--- config.mk ---
export PLATFORM = sky130hd
export DESIGN_NAME = timer_multicanal
export DESIGN_NICKNAME = d
export VERILOG_FILES = /design/src/rtl/timer_multicanal.sv
export SDC_FILE = /design/constraint.sdc
export NUM_CORES = 1
export LEC_CHECK = 0
export ABC_AREA = 1
export ABC_CLOCK_PERIOD_IN_PS = 2100
export CAP_MARGIN = 20
export CORE_MARGIN = 2
export CORE_UTILIZATION = 34
export CTS_CLUSTER_SIZE = 12
export DETAILED_ROUTE_END_ITERATION = 8
export DONT_BUFFER_PORTS = 1
export PLACE_DENSITY_LB_ADDON = 0.12
export SYNTH_ARGS = -nofsm -noshare
export SYNTH_HDL_FRONTEND = slang
export SYNTH_SLANG_ARGS = --single-unit
--- constraint.sdc ---
create_clock -name clk -period 2.1 [get_ports clk]
set_clock_uncertainty 0.15 [all_clocks]
set_input_delay 0.21 -clock clk [delete_from_list [all_inputs] [get_ports clk]]
set_output_delay 0.21 -clock clk [all_outputs]
set_load 0.05 [all_outputs]
--- src/rtl/timer_multicanal.sv ---
// N-channel programmable timer (one-shot / retriggerable / periodic); sinal is high D*TICK_DIV clocks after a start.
// All outputs registered, 1-clk response to start/stop; no backpressure, every trigger is evaluated every clock.
module timer_multicanal #(
  parameter int N_CANAIS = 4,
  parameter int TICK_DIV = 50000,
  parameter int DUR_W    = 16
) (
  input  logic                      clk,
  input  logic                      reset,
  input  logic [N_CANAIS-1:0]       start,
  input  logic [N_CANAIS-1:0]       stop,
  input  logic [2*N_CANAIS-1:0]     modo,
  input  logic [DUR_W*N_CANAIS-1:0] duracao,
  output logic [N_CANAIS-1:0]       sinal,
  output logic [N_CANAIS-1:0]       fim,
  output logic                      ocupado
);

  localparam int PRE_W = (TICK_DIV > 1) ? $clog2(TICK_DIV) : 1;
  localparam logic [PRE_W-1:0] PRE_MAX  = PRE_W'(TICK_DIV - 1);
  localparam logic [PRE_W-1:0] PRE_ONE  = PRE_W'(1);
  localparam logic [DUR_W-1:0] DUR_ONE  = DUR_W'(1);
  localparam logic [1:0]       M_RETRIG = 2'b01;
  localparam logic [1:0]       M_PERIOD = 2'b10;

  typedef enum logic {IDLE, ATIVO} state_t;

  logic [N_CANAIS-1:0] sinal_nx;

  for (genvar i = 0; i < N_CANAIS; i++) begin : g_ch
    state_t           state_q, state_d;
    logic [PRE_W-1:0] pre_q, pre_d;
    logic [DUR_W-1:0] cnt_q, cnt_d;
    logic [DUR_W-1:0] dur_q, dur_d;
    logic [1:0]       mode_q, mode_d;
    logic             sinal_q, fim_q, fim_d;
    logic [DUR_W-1:0] dur_in;
    logic [1:0]       mode_in;
    logic             tick, expira, aceita;

    assign dur_in  = duracao[DUR_W*i +: DUR_W];
    assign mode_in = modo[2*i +: 2];
    assign tick    = (pre_q == PRE_MAX);
    // cnt never reaches D, so comparing against D-1 cannot wrap
    assign expira  = (state_q == ATIVO) && tick && (cnt_q == dur_q - DUR_ONE);
    assign aceita  = start[i] && (dur_in != '0);

    always_comb begin
      state_d = state_q;
      pre_d   = pre_q;
      cnt_d   = cnt_q;
      dur_d   = dur_q;
      mode_d  = mode_q;
      fim_d   = 1'b0;
      if (stop[i]) begin
        state_d = IDLE;
        pre_d   = '0;
        cnt_d   = '0;
      end else begin
        case (state_q)
          IDLE: begin
            if (aceita) begin
              state_d = ATIVO;
              mode_d  = mode_in;
              dur_d   = dur_in;
              pre_d   = '0;
              cnt_d   = '0;
            end
          end
          ATIVO: begin
            // expiry beats a coincident start; start is seen again next clock
            if (expira) begin
              fim_d = 1'b1;
              pre_d = '0;
              cnt_d = '0;
              if (mode_q != M_PERIOD) state_d = IDLE;
            end else if ((mode_q == M_RETRIG) && aceita) begin
              mode_d = mode_in;
              dur_d  = dur_in;
              pre_d  = '0;
              cnt_d  = '0;
            end else if (tick) begin
              pre_d = '0;
              cnt_d = cnt_q + DUR_ONE;
            end else begin
              pre_d = pre_q + PRE_ONE;
            end
          end
          default: state_d = IDLE;
        endcase
      end
    end

    always_ff @(posedge clk or negedge reset) begin
      if (!reset) begin
        state_q <= IDLE;
        pre_q   <= '0;
        cnt_q   <= '0;
        dur_q   <= '0;
        mode_q  <= '0;
        sinal_q <= 1'b0;
        fim_q   <= 1'b0;
      end else begin
        state_q <= state_d;
        pre_q   <= pre_d;
        cnt_q   <= cnt_d;
        dur_q   <= dur_d;
        mode_q  <= mode_d;
        sinal_q <= (state_d == ATIVO);
        fim_q   <= fim_d;
      end
    end

    assign sinal_nx[i] = (state_d == ATIVO);
    assign sinal[i]    = sinal_q;
    assign fim[i]      = fim_q;
  end

  always_ff @(posedge clk or negedge reset) begin
    if (!reset) ocupado <= 1'b0;
    else        ocupado <= |sinal_nx;
  end

endmodule
-- Yosys cells after proc, flatten, opt, wreduce, memory -nomap -nowiden
Cells that the tools add are included.
- register bits after elaboration: 209
- input port bits: 82
- add/subtract/negate cells: 12
- equal/unequal tests: 36
- multiplexer cells: 108
- bitwise logic cells: 8
- reductions and logical operators: 29
- operators by type and width (cell ; number):
    $mux W16 ; 48
    $pmux W16 S2 ; 12
    $add A16 B1 Y16 const B ; 8
    $eq A16 B16 Y1 ; 4
    $eq A16 B16 Y1 const B ; 4
    $reduce_bool A16 Y1 ; 4
    $sub A16 B1 Y16 const B ; 4
    $mux W1 ; 28
    $mux W2 ; 12
    $ne A2 B2 Y1 const B ; 12
    $ne A5 B2 Y1 const B ; 4
    $logic_and A1 B1 Y1 ; 16
    $pmux W2 S2 ; 4
    $reduce_and A4 Y1 ; 4
    $ne A3 B3 Y1 const B ; 4
    $eq A2 B1 Y1 const B ; 4
    $ne A2 B1 Y1 const B ; 4
    $not A1 Y1 ; 8
    $pmux W1 S2 ; 4
    $reduce_and A2 Y1 ; 4
    $reduce_or A4 Y1 ; 1

-- Longest topological paths before layout
- depth in word-level cells: 7
- mapped depth: 18

-- Worst setup path before layout
No wires, ideal clock.
- path kind: register -> register
- start: register g_ch[0].dur_q[0]
- end: register g_ch[0].cnt_q[11]
- arrival time: 1.874 ns
- required time: 1.832 ns
- slack: -0.043 ns
- cell stages (with the launch flop): 15
- buffers on the path: 1
- period minus slack after synthesis: 2.143 ns
- cells stage by stage: dfrtp_1 -> inv_1 -> ha_1 -> nand2_1 -> nor2_1 -> nor2_1 -> nor2_1 -> nand2_1 -> nor2_1 -> nand3_1 -> nor2_1 -> nand3_2 -> a21oi_2 -> buf_4 -> nor2_1
- longest elaborated chain between the ends: 6
- elaborated cells on any way between the ends: 8
- classes of those cells: 1 x add/sub; 2 x eq/ne; 3 x mux; 2 x reduce/logical
- RTL lines (what ; RTL line ; text):
    from (decl) ; 34 ; logic [DUR_W-1:0] dur_q, dur_d;
    from (signal assigned) ; 107 ; dur_q <= dur_d;
    $sub A16 B1 Y16 (*) ; 45 ; assign expira = (state_q == ATIVO) && tick && (cnt_q == dur_q - DUR_ONE);
    $eq A16 B16 Y1 (*) ; 45 ;
    $logic_and A1 B1 Y1 (*) ; 45 ;
    $mux W16 ; 72 ; if (expira) begin
    $pmux W16 S2 ; 60 ; case (state_q)
    $mux W16 ; 55 ; if (stop[i]) begin
    to (signal assigned) ; 106 ; cnt_q <= cnt_d;
    to (decl) ; 33 ; logic [DUR_W-1:0] cnt_q, cnt_d;
Mark *: on every way between the ends. The rest lies on a longest branch, timed or not.
A chain may end at the register's enable or synchronous reset.

-- Final worst setup path
- start: register g_ch[1].dur_q[1]
- end: register g_ch[1].dur_q[1]
- longest elaborated chain between the ends: 5
- RTL lines (what ; RTL line):
    from (decl) ; 34
    from (signal assigned) ; 107
    $sub A16 B1 Y16 ; 45
    $eq A16 B16 Y1 ; 45
    $logic_and A1 B1 Y1 ; 45
    $ne A2 B2 Y1 (no source line) ; n/a
    $reduce_and A4 Y1 (no source line) ; n/a
Every way passes these cells.

==> metrics.md <==
| Metric | Value |
|---|---|
| Result of the run | finished, violations left |
| Failing checks | negative hold slack, negative setup slack |
| Final cell count without fillers | 3070 |
| Filler instances | 3924 |
| Hold slack | -804.7 ps |
| Final hold viol count | 210 |
| Initial Utilization | approximately a third |
| DP Wirelength | 28990 um |
| Final setup fails | 150 |
| DIE AREA | 42570 um^2 |
| Die height | 206.3 um |
| Max Cap Violations | 0 |
| Rel. slew slack | 59.06% |
| Final GP Congestion | 0.8530 |
| Post-DRT Antenna Nets | 0 |
| Routed Wire Length | 43860 um |
| Layout cell share with drive strength beyond 1 | slightly above 30% |
| Gr usage total | roughly 20% |
| Net Count, Synth | 2142 |
| Mapped Avg Cell Area | 6.796 um^2 |
| Vias in the first global route | 14180 |
| Reg2Reg Setup Slack | -330 ps |
| VDD IR max | 0.7209 mV |
| Crit path max fanout | 6 |
| Number of buffers added on ports | 0 |
| Initial drt markers | approximately 680 |
| Minimum clock period | 2429 ps |
| Via density | 4.747 |
| Largest net degree at the start of global routing | 210 |
| Max Clock Freq | 0.4117 GHz |
| Worst-margin pin slew | around 600 ps |
| Capture point of the worst reg-to-reg path | g_ch[1].dur_q[1] |
| Netlist cell types | 48 |
| Seq/Total Area, Yosys | 37.58% |
| Setup Crit Path Kind | flop to flop |
| RSZ-0062 raised after global routing | yes |
| 1st-pass router iterations | 5 |
| YS warnings | 0 |
| Crit share post-route | 115.7% |
| Post-synth ARST share | 100.0% |
| Main synth FF type | dfrtp_1 |
| CP Data Arrival Time | 2760 ps |
| Slew Limit Fails | 0 |
| Worst-path clk slew | 60 ps |
| Register area | 5236 um^2 |
| Worst R2R Start | g_ch[1].dur_q[1] |
| Clk_lat worst skew | 560 ps |
| Area grow syn2layout | 49.91% |
| Clock root buffer | clkbuf_16 |
| Post-route DRC | 0 |
| CTS tree | yes |
| Placed Cells | between 2000 and 3000 |
| Area occupied by multi-input gates | around 8600 um^2 |
| First-pass GRT wire length | 69510 um |
| Global route total overflow | 0 |
| Core area | between 40000 and 50000 um^2 |
| Clock buffer depth | 3 |
| Mapped Area | 13920 um^2 |
| Startpoint types | flop |
| Post-layout net count | 2611 |
| #FFs+latches synth | 209 |
| Die width | 206.3 um |
| Fin util | 51.33% |
| CTS buffer count | 28 |
| Via count | 14570 |
| # IOs | 91 |
| H-tree Lvls | 1 |
| Clock Sinks | around 210 |
| Power Density | between 800 and 900 nW/um^2 |
| Hold Crit Class | input port to asynchronous set/reset pin |
| Diodes inserted | 0 |
| Post-place setup slack | -457.8 ps |
| Post-Syn Instances | between 2000 and 2500 |
| Leakage | 10.04 nW |
| Required time of the critical path | 2430 ps |
| Worst setup margin | -329.2 ps |
| CP Capture Type | flop |
| Reg2reg path depth | 16 |
| Post-synth EDFFs | 0 |
| Initial antenna violation count | 0 |
| Routed length per instance | about 14 um |
| Cell Rows | 74 |
## power breakdown
group	total, mW	internal, mW	switching [mW]
Clock	5.02	3.09	1.93
Sequential	5.13	4.52	0.616
Combinational	6.73	3.21	3.53
## sequential cells by signal, indices dropped and copies added, names as in the netlist
signal	count
g_ch.cnt_q	64
g_ch.pre_q	64
g_ch.mode_q	8
g_ch.fim_q	4
ocupado	1
g_ch.dur_q	64
g_ch.sinal_q	4
## through the flow
stage / hold slack [ps] / area [um^2] / power (mW) / TNS [ps]
4_1_cts: -829.8 / 19610 / 16.20 / -21680
3_3_place_gp: -220.8 / 16800 / 10.23 / -34550
2_1_floorplan: -235.6 / 13960 / 8.073 / 0
3_5_place_dp: -221.9 / 16800 / 10.27 / -38650
5_1_grt: -828.2 / 20870 / 18.01 / -54230
6_report: -804.7 / 20870 / 16.88 / -28420
## critical path, cell delays in order, from the launching register on
cell	delay, ps
dfrtp_1	400
inv_2	90
buf_4	120
nand3_4	80
buf_6	130
nor2_4	230
nand2_2	90
nand2_2	80
inv_1	40
nor2_1	90
nand2_1	60
nor2_1	120
nand2_2	150
nand3_4	200
clkbuf_16	200
nand2_2	50
o21ai_1	90
## cells in the mapped netlist, types with 5 or more instances
library cell	count	area, um^2
o21ai_1	42	210.2
o21ai_0	80	400.4
o22ai_1	34	212.7
nor2_2	13	81.33
xor2_1	88	770.7
inv_1	302	1134
xnor2_1	23	201.4
nand2_1	608	2282
dfrtp_1	209	5230
nand3_2	6	60.06
buf_4	14	105.1
a21boi_0	5	37.54
nor4_1	8	50.05
ha_1	12	150.1
nor2_1	262	983.4
nor3_1	35	175.2
nand3_1	125	625.6
inv_2	5	18.77
a21oi_1	25	125.1
buf_2	11	55.05
nand4_1	68	425.4
nand3b_1	16	120.1
clkbuf_1	13	48.80
nor2_4	6	67.56
## per-layer routing
layer | track usage [%] | vias up | wire length, um
li1 | - | 7431 | -
met1 | 26.68 | 6834 | 20350
met2 | 33.69 | 244 | 20840
met3 | 2.728 | 65 | 1695
met4 | 5.638 | 0 | 982
met5 | 0 | - | 0
## how the worst max path moves through the flow
stage,start,endpoint,slack [ps]
after global routing,g_ch[0].dur_q[0],g_ch[0].dur_q[2],-500
after global placement,g_ch[3].dur_q[1],g_ch[3].cnt_q[10],-420
after CTS,g_ch[0].dur_q[1],g_ch[0].dur_q[2],-230
after floorplan,g_ch[2].dur_q[0],g_ch[2].cnt_q[12],1
final,g_ch[1].dur_q[1],g_ch[1].dur_q[1],-330
after detailed placement,g_ch[3].dur_q[0],g_ch[3].cnt_q[6],-460
## area by class of cell
cell class	count	area share, %
multi-input cells	1491	41.05
flip-flops and latches	209	25.10
clock buffers	41	3.982
well taps	532	3.190
inverters	308	5.589
repair inverters	1	0.02399
clock inverters	10	0.6117
repair buffers	478	20.45
## kinds of logic (layout without fill, tap and decap cells)
kind of cell,after synthesis,after routing,synth area share (%)
adders and majority gates,12,12,1.079
AOI/OAI and AO/OA,201,201,7.965
xor gates and xnor gates,111,111,6.985
DFF,209,209,37.58
and+or+nand+nor,1163,1167,36.20
buffers and inverters,352,838,10.19
## timing repair
action,in CTS,in global routing
endpoints found under the hold margin,373,210
setup buffers,39,37
resized for setup,175,268
hold buffers,78,1
pin swaps,69,99
setup endpoints to repair,149,180
gates cloned,10,13
## layout by cell type (no fill, tap or decap), types with 7 or more instances in the layout
master and n:
nand3b_1 16, dlygate4sd3_1 79, nor2_1 200, nand3_1 110, nor4_1 7, nor3_1 21, o22ai_1 27, nand2_2 83
buf_4 334, nand3_2 12, buf_6 41, xor2_1 84, o21ai_0 42, nand4_1 68, nand2_1 508, inv_2 21
nor2_2 50, a21oi_1 17, nand2_4 20, nand3_4 16, nor2_4 32, dfrtp_1 204, clkbuf_16 37, inv_1 283
xnor2_1 23, o21ai_1 47, o21ai_2 32, nor3_2 12, buf_12 8
(Power assumes the default switching activity.)
